## src/rtl/sprite_bus_arbiter.sv

```systemverilog
// Sprite attribute RAM arbiter: posted CPU writes drain around video reads, with a
// starvation guard on the write FIFO and a small CPU-visible status block.
module sprite_bus_arbiter #(
    parameter int DATA_WIDTH = 16,
    parameter int SPR_AW     = 8,
    parameter int FIFO_DEPTH = 4,
    parameter int MAX_WAIT   = 15
) (
    input  logic                  clock,
    input  logic                  reset,
    input  logic [DATA_WIDTH-1:0] io_addr,
    input  logic                  io_write,
    input  logic [DATA_WIDTH-1:0] io_wr_data,
    output logic [DATA_WIDTH-1:0] io_rd_data,
    input  logic                  vid_req,
    input  logic [SPR_AW-1:0]     vid_addr,
    output logic                  vid_ack,
    output logic [DATA_WIDTH-1:0] vid_rd_data,
    input  logic                  vblank,
    output logic [SPR_AW-1:0]     spr_addr,
    output logic                  spr_we,
    output logic [DATA_WIDTH-1:0] spr_wr_data,
    input  logic [DATA_WIDTH-1:0] spr_rd_data
);

    localparam int PTR_W  = (FIFO_DEPTH > 1) ? $clog2(FIFO_DEPTH) : 1;
    localparam int LVL_W  = $clog2(FIFO_DEPTH + 1);
    localparam int WAIT_W = $clog2(MAX_WAIT + 1);

    localparam logic [LVL_W-1:0]      LVL_FULL    = LVL_W'(FIFO_DEPTH);
    localparam logic [WAIT_W-1:0]     WAIT_LIMIT  = WAIT_W'(MAX_WAIT);
    localparam logic [DATA_WIDTH-1:0] ADDR_STATUS = DATA_WIDTH'(16'h8000);
    localparam logic [DATA_WIDTH-1:0] ADDR_FRAME  = DATA_WIDTH'(16'h8001);
    localparam logic [DATA_WIDTH-1:0] ADDR_VBLANK = DATA_WIDTH'(16'h8002);

    typedef enum logic [1:0] {
        GRANT_IDLE,
        GRANT_VID,
        GRANT_CPU
    } grant_t;

    function automatic logic [WAIT_W-1:0] sat_inc(input logic [WAIT_W-1:0] v);
        return (v == WAIT_LIMIT) ? v : v + 1'b1;
    endfunction

    logic [SPR_AW-1:0]     fifo_addr [FIFO_DEPTH];
    logic [DATA_WIDTH-1:0] fifo_data [FIFO_DEPTH];
    logic [PTR_W-1:0]      wr_ptr;
    logic [PTR_W-1:0]      rd_ptr;
    logic [LVL_W-1:0]      level;
    logic                  ovf;
    logic [WAIT_W-1:0]     wait_cnt;
    logic [DATA_WIDTH-1:0] frame_cnt;
    logic                  vblank_q;
    logic                  vld_p1;

    logic                  in_window;
    logic                  push_req;
    logic                  fifo_full;
    logic                  fifo_empty;
    grant_t                grant;
    logic                  pop;
    logic                  push;
    logic                  overflow;
    logic                  ovf_clr;
    logic                  frame_load;
    logic                  vblank_rise;
    logic [DATA_WIDTH-1:0] status_word;

    assign in_window   = (io_addr[DATA_WIDTH-1 -: 2] == 2'b01);
    assign push_req    = io_write && in_window;
    assign fifo_full   = (level == LVL_FULL);
    assign fifo_empty  = (level == '0);
    assign ovf_clr     = io_write && (io_addr == ADDR_STATUS);
    assign frame_load  = io_write && (io_addr == ADDR_FRAME);
    assign vblank_rise = vblank && !vblank_q;

    // Video wins unless the FIFO has waited MAX_WAIT cycles behind it.
    always_comb begin
        grant = GRANT_IDLE;
        if (!fifo_empty && (!vid_req || wait_cnt == WAIT_LIMIT)) begin
            grant = GRANT_CPU;
        end else if (vid_req) begin
            grant = GRANT_VID;
        end
    end

    assign pop      = (grant == GRANT_CPU);
    assign push     = push_req && (!fifo_full || pop);
    assign overflow = push_req && fifo_full && !pop;

    always_comb begin
        spr_addr    = vid_addr;
        spr_we      = 1'b0;
        spr_wr_data = fifo_data[rd_ptr];
        if (grant == GRANT_CPU) begin
            spr_addr = fifo_addr[rd_ptr];
            spr_we   = 1'b1;
        end
    end

    assign vid_rd_data = spr_rd_data;
    assign vid_ack     = vld_p1;

    always_comb begin
        status_word                  = '0;
        status_word[DATA_WIDTH-1]    = ovf;
        status_word[LVL_W-1:0]       = level;
    end

    always_comb begin
        io_rd_data = '0;
        if (io_addr == ADDR_STATUS) begin
            io_rd_data = status_word;
        end else if (io_addr == ADDR_FRAME) begin
            io_rd_data = frame_cnt;
        end else if (io_addr == ADDR_VBLANK) begin
            io_rd_data[0] = vblank;
        end
    end

    // FIFO storage carries data only; occupancy is tracked by the pointers and level.
    always_ff @(posedge clock) begin
        if (push) begin
            fifo_addr[wr_ptr] <= io_addr[SPR_AW-1:0];
            fifo_data[wr_ptr] <= io_wr_data;
        end
    end

    always_ff @(posedge clock or posedge reset) begin
        if (reset) begin
            wr_ptr <= '0;
            rd_ptr <= '0;
            level  <= '0;
        end else begin
            if (push) begin
                wr_ptr <= wr_ptr + 1'b1;
            end
            if (pop) begin
                rd_ptr <= rd_ptr + 1'b1;
            end
            case ({push, pop})
                2'b10:   level <= level + 1'b1;
                2'b01:   level <= level - 1'b1;
                default: level <= level;
            endcase
        end
    end

    // A same-cycle overflow keeps the sticky flag set even while it is being cleared.
    always_ff @(posedge clock or posedge reset) begin
        if (reset) begin
            ovf <= 1'b0;
        end else if (overflow) begin
            ovf <= 1'b1;
        end else if (ovf_clr) begin
            ovf <= 1'b0;
        end
    end

    always_ff @(posedge clock or posedge reset) begin
        if (reset) begin
            wait_cnt <= '0;
        end else if (fifo_empty || grant == GRANT_CPU) begin
            wait_cnt <= '0;
        end else if (grant == GRANT_VID) begin
            wait_cnt <= sat_inc(wait_cnt);
        end
    end

    // Stage p1: acknowledge lines up with the RAM's registered read data.
    always_ff @(posedge clock or posedge reset) begin
        if (reset) begin
            vld_p1 <= 1'b0;
        end else begin
            vld_p1 <= (grant == GRANT_VID);
        end
    end

    // A CPU store to the frame counter address preloads it.
    always_ff @(posedge clock or posedge reset) begin
        if (reset) begin
            vblank_q  <= 1'b0;
            frame_cnt <= '0;
        end else begin
            vblank_q <= vblank;
            if (frame_load) begin
                frame_cnt <= io_wr_data;
            end else if (vblank_rise) begin
                frame_cnt <= frame_cnt + 1'b1;
            end
        end
    end

endmodule
```

## config.mk

```make
export PLATFORM = sky130hd
export DESIGN_NAME = sprite_bus_arbiter
export DESIGN_NICKNAME = d
export VERILOG_FILES = /design/src/rtl/sprite_bus_arbiter.sv
export SDC_FILE = /design/constraint.sdc
export NUM_CORES = 1
export LEC_CHECK = 0
export CELL_PAD_IN_SITES_DETAIL_PLACEMENT = 2
export CELL_PAD_IN_SITES_GLOBAL_PLACEMENT = 2
export CORE_UTILIZATION = 32
export CTS_CLUSTER_DIAMETER = 150
export CTS_CLUSTER_SIZE = 16
export DETAILED_ROUTE_END_ITERATION = 12
export PLACE_DENSITY = 0.84
export SETUP_SLACK_MARGIN = 0.2
export SYNTH_ARGS = -nofsm -noshare
export SYNTH_HDL_FRONTEND = slang
export SYNTH_SLANG_ARGS = --single-unit
```

## constraint.sdc

```tcl
create_clock -name clock -period 2.7 [get_ports clock]
set_clock_uncertainty 0.15 [all_clocks]
set_input_delay 0.27 -clock clock [delete_from_list [all_inputs] [get_ports clock]]
set_output_delay 0.27 -clock clock [all_outputs]
set_load 0.005 [all_outputs]
```

# After elaboration in Yosys (flattened, before gate mapping)
# Memory sizes are Yosys's and may differ from the RTL's.
# Index checks and enable logic that the tools add are counted.
# classes
add_sub_neg	6
eq_ne	11
mux	18
n_reduce_logical	22
# op_table
cell	n
$eq A16 B16 Y1 const B	3
$mux W16	3
$add A16 B1 Y16 const B	1
$mux W15	1
$mux W4	3
$logic_and A1 B1 Y1	8
$mux W1	8
$mux W8	1
$reduce_bool A2 Y1	4
$eq A2 B1 Y1 const B	3
$pmux W3 S2	1
$logic_not A1 Y1	5
$add A2 B1 Y2 const B	2
$add A4 B1 Y4 const B	1
$eq A2 B2 Y1 const B	2
$eq A4 B4 Y1 const B	1
$add A3 B1 Y3 const B	1
$eq A3 B3 Y1 const B	1
$logic_not A3 Y1	1
$logic_or A1 B1 Y1	3
$sub A3 B1 Y3 const B	1
$mux W2	1
$ne A2 B1 Y1 const B	1
$reduce_and A2 Y1	1
# totals
regBits	30
ramBits	96
in_bits	61
wordCells	67
mem_count	2
# mem_list
memory	words	width	read_ports	rd_clocked_by_memory_dff	wr	line_no	rtl
fifo_data	4	16	1	0	1	47	logic [DATA_WIDTH-1:0] fifo_data [FIFO_DEPTH];
fifo_addr	4	8	1	0	1	46	logic [SPR_AW-1:0] fifo_addr [FIFO_DEPTH];

# Longest topological paths before layout
# depth
word_depth	9
depth_mapped	12
mapped_depth_nobuf	10

# Worst setup path after synthesis
# Ideal clock, no wire load.
# synth_path
kind	register to register
from	register wait_cnt[0]
to	register level[1]
arrival_time_ns	2.424
t_required_ns	2.471
setup_slack_ns	0.047
stages_incl_launch_ff	11
path_buffers	2
synth_period_minus_slack_ns	2.653
path_cell_list	dfrtp_1 -> ha_1 -> nand3_1 -> and2_1 -> clkbuf_1 -> nor2_1 -> buf_2 -> nand2_1 -> fa_1 -> a2111oi_0 -> a2bb2oi_1
# synth_via
elab_chain_len	9
elab_cells_between_ends	11
# synth_lines
item	line_no	rtl
start: declaration	52	logic [WAIT_W-1:0] wait_cnt;
start signal: assignment	167	wait_cnt <= sat_inc(wait_cnt);
$eq A4 B4 Y1 *	81	if (!fifo_empty && (!vid_req || wait_cnt == WAIT_LIMIT)) begin
$logic_or A1 B1 Y1 *	81	
$logic_and A1 B1 Y1 *	81	
$mux W2 *	81	
$eq A2 B2 Y1 *	88	assign pop = (grant == GRANT_CPU);
$logic_or A1 B1 Y1	89	assign push = push_req && (!fifo_full || pop);
$logic_and A1 B1 Y1	89	
$eq A2 B1 Y1 or $eq A2 B2 Y1 (tied branches)	142	case ({push, pop})
$pmux W3 S2 or $reduce_bool A2 Y1 (tied branches)	--	
end signal: assignment	143	2'b10: level <= level + 1'b1;
end signal: assignment	144	2'b01: level <= level - 1'b1;
end signal: assignment	145	default: level <= level;
end: declaration	50	logic [LVL_W-1:0] level;
# Mark *: on every way between the ends. The rest lies on a longest branch, timed or not.
# A chain may end at the register's enable or synchronous reset.

# Worst setup path in the final report
# layout_path
from	input io_addr[1]
to	output io_rd_data[5]
# layout_via
elab_chain_len	3
elab_cells_between_ends	4
# layout_lines
item	line_no	rtl
start: declaration	11	input logic [DATA_WIDTH-1:0] io_addr,
$eq A16 B16 Y1	115	end else if (io_addr == ADDR_FRAME) begin
$mux W15	115	
$mux W16 *	113	if (io_addr == ADDR_STATUS) begin
end: declaration	14	output logic [DATA_WIDTH-1:0] io_rd_data,
# Marks and branches as above.

==> flow_metrics.tcl <==
set metrics [dict create \
    status "completed" \
    setup_viol 0 \
    ir_drop_uv 512.0 \
    grt_max_degree 33 \
    critPathBufInv 5 \
    finalPower_uw 7255 \
    synth_top_area_share_pct 52.36 \
    clock_sinks 126 \
    place_hpwl_mm 10.36 \
    yosys_warnings 0 \
    cp_slowest_cell "clkdlybuf4s50_1" \
    max_slew_margin_pct 62.89 \
    cp-end-kind "output port" \
    use_met3_pct 5.175 \
    synthToLayoutAreaGrowth_pct 41.68 \
    ys_ff_latch 126 \
    ys_seq_area_share_pct 66.00 \
    synthArstFlopShare_pct 23.81 \
    avgSynthCellArea_sq_um 15.34 \
    layout.nets 559 \
    clkPwrFrac_pct 35.1 \
    worst_pin_slew_ps 554.8 \
    core_sq_mm 0.01670 \
    cp_data_required_time_ps 2280 \
    gr-total-overflow 0 \
    port_buffers 86 \
    antenna_cells 0 \
    root_buffer "clkbuf_16" \
    start_util_pct 32.96 \
    crit_chain "clkdlybuf4s50_1, nor3_4, buf_2, buf_6, buf_4, and2_1, dlygate4sd2_1" \
    antenna_found_initial 0 \
    rsz0062_at_grt "yes" \
    holdWs_ps 53.82 \
    cts_hold_buf 0 \
    max_cap_violations 0 \
    die_area_sq_mm 0.01773 \
    synth-main-ff-cell "edfxtp_1" \
    first_global_vias 4214 \
    htreeDepth 4 \
    finalMaxSlewViolations 0 \
    hold_depth 2 \
    drive_gt1_share_pct 32.74 \
    gp_congestion 0.7559 \
    cp.depth 7 \
    slowest_delay_ps 700 \
    reg2reg_depth 12 \
    power.internal_uw 5217 \
    via_per_inst 5.037 \
    synth_cell_type_count 38 \
    mostFrequentLayoutCell "edfxtp_1" \
    p_per_area_mw_per_mm2 930.1 \
    p_comb_share_pct 29.9 \
    synthTopCellsByArea "edfxtp_1 52%, dfrtp_1 14%, mux4_2 9.8%, nor2_1 2.4%, buf_4 2.3%" \
    leakage_uw 0.003020 \
    grt_pass1_wl_mm 27.10 \
    firstDrtPassIters 4 \
    yosys.area.top_type "edfxtp_1" \
    switchingPower_uw 2038 \
    use_met2_pct 36.91 \
    rows 47 \
    syn-instance-count 359 \
    cts_max_path_buffers 2 \
    num_io_pins 119 \
    seqPwrFrac_pct 35.0 \
    chipHeight_um 133.2 \
    vias 3647 \
    wl_mm 18.15 \
    period_needed_ps 2565 \
    cp_top_family "buffers and inverters" \
    clock_latency_ps 420 \
    min_period_over_period_pct 95.00 \
    floorplan.die.width_um 133.2 \
    grt_use_total_pct 21.28 \
    startpoint_type "input pin" \
    path_max_fanout 10 \
    drc 0 \
    ant_nets 0 \
    numCtsBuffers 17 \
    critPathKind "input pin to output port" \
    netlist_area_sq_mm 0.005505 \
    arrival_ps 2140 \
    final_cell_mix "96 x edfxtp_1, 35 x buf_4, 32 x clkdlybuf4s50_1, 31 x nor2_1, 27 x dfrtp_1" \
    p_sw_share_pct 28.09 \
    setup_tns_ps 0 \
    finalHoldViolCount 0 \
    synth_edf_count 96 \
    syn_nets 427 \
    wire_per_inst_um 25.07 \
    cts_tree "yes" \
    fmax_mhz 389.9 \
    busiest_layer "met2" \
    hold_class "input pin to flip-flop" \
    clk_pin_slew_worst_paths_ps 60 \
    drt_iter0_markers 126 \
    use_met1_pct 25.06 \
]
-- per-stage QoR --
stage	instances	setup WS, ps	area (sq um)	util [%]
global placement	659	-76.50	6690	40.06
CTS	718	87.36	7652	45.82
global route	724	114.0	7800	46.70
detailed placement	659	-153.9	6690	40.06
floorplan	359	207.4	5520	-
finish	724	135.1	7800	46.70
-- final timing paths --
check	slack [ps]	endpoint	startpoint
setup / recovery	140	io_rd_data[5]	io_addr[1]
hold / removal	50	fifo_addr[3][2]$_DFFE_PP_	io_addr[2]
setup reg to reg	300	level[2]$_DFFE_PP0P_	wait_cnt[1]$_DFFE_PP0P_
hold reg to reg	390	wait_cnt[0]$_DFFE_PP0P_	wait_cnt[0]$_DFFE_PP0P_
max in group asynchronous	1940	rd_ptr[0]$_DFFE_PP0N_	reset
min in group asynchronous	110	level[1]$_DFFE_PP0P_	reset
-- layer usage --
metal	share of wire, %	routed length (um)
met4	3.3	598
met3	4.2	770
met1	39	7092
met5	0	0
met2	53	9691
-- sequential cells by signal, summed over array words and instances (netlist names) --
name       cells
wr_ptr         2
frame_cnt     16
ovf            1
rd_ptr         2
fifo_data     64
wait_cnt       4
level          3
fifo_addr     32
vblank_q       1
vid_ack        1
-- layout make-up --
class | instances | area [sq um]
fillers | 1580 | 8901
flip-flops and latches | 126 | 3640
multi-input cells | 193 | 1779
repair buffers | 144 | 1424
clock buffers | 21 | 460.4
well taps | 220 | 275.3
clock inverters | 11 | 187.7
inverters | 9 | 33.78
-- synth_stat cells (8+ instances only) --
| library cell | number |
|---|---|
| nor2_1 | 35 |
| and2_1 | 16 |
| dfrtp_1 | 30 |
| nand2_1 | 13 |
| buf_4 | 17 |
| xor2_1 | 11 |
| inv_1 | 9 |
| xnor2_1 | 10 |
| mux2_2 | 8 |
| a21oi_1 | 16 |
| edfxtp_1 | 96 |
| mux4_2 | 24 |
-- kinds of logic after synthesis --
| family | count (synthesis) | share of synthesized area, % |
|---|---|---|
| AOI/OAI and AO/OA | 27 | 2.864 |
| muxes | 37 | 12.36 |
| DFF | 126 | 66.00 |
| adders and majority gates | 7 | 1.727 |
| xor gates and xnor gates | 21 | 3.341 |
| buffers and inverters | 40 | 4.454 |
| and+or+nand+nor | 101 | 9.250 |
-- power groups by stage --
stage	Combinational (uW)	Clock, uW	Sequential (uW)
floorplan	1020	0	2420
global placement	1590	0	2540
detailed placement	1690	0	2570
CTS	2020	2560	2520
global route	2340	2650	2560
finish	2170	2540	2540
-- repair_timing --
action / CTS / global route
setup buffers: 25 / 6
endpoints found under the setup margin: 41 / 32
resized for setup: 120 / 41
cloned: 2 / 0
pin swaps: 8 / 7
Power figures use the tool's default switching activity.
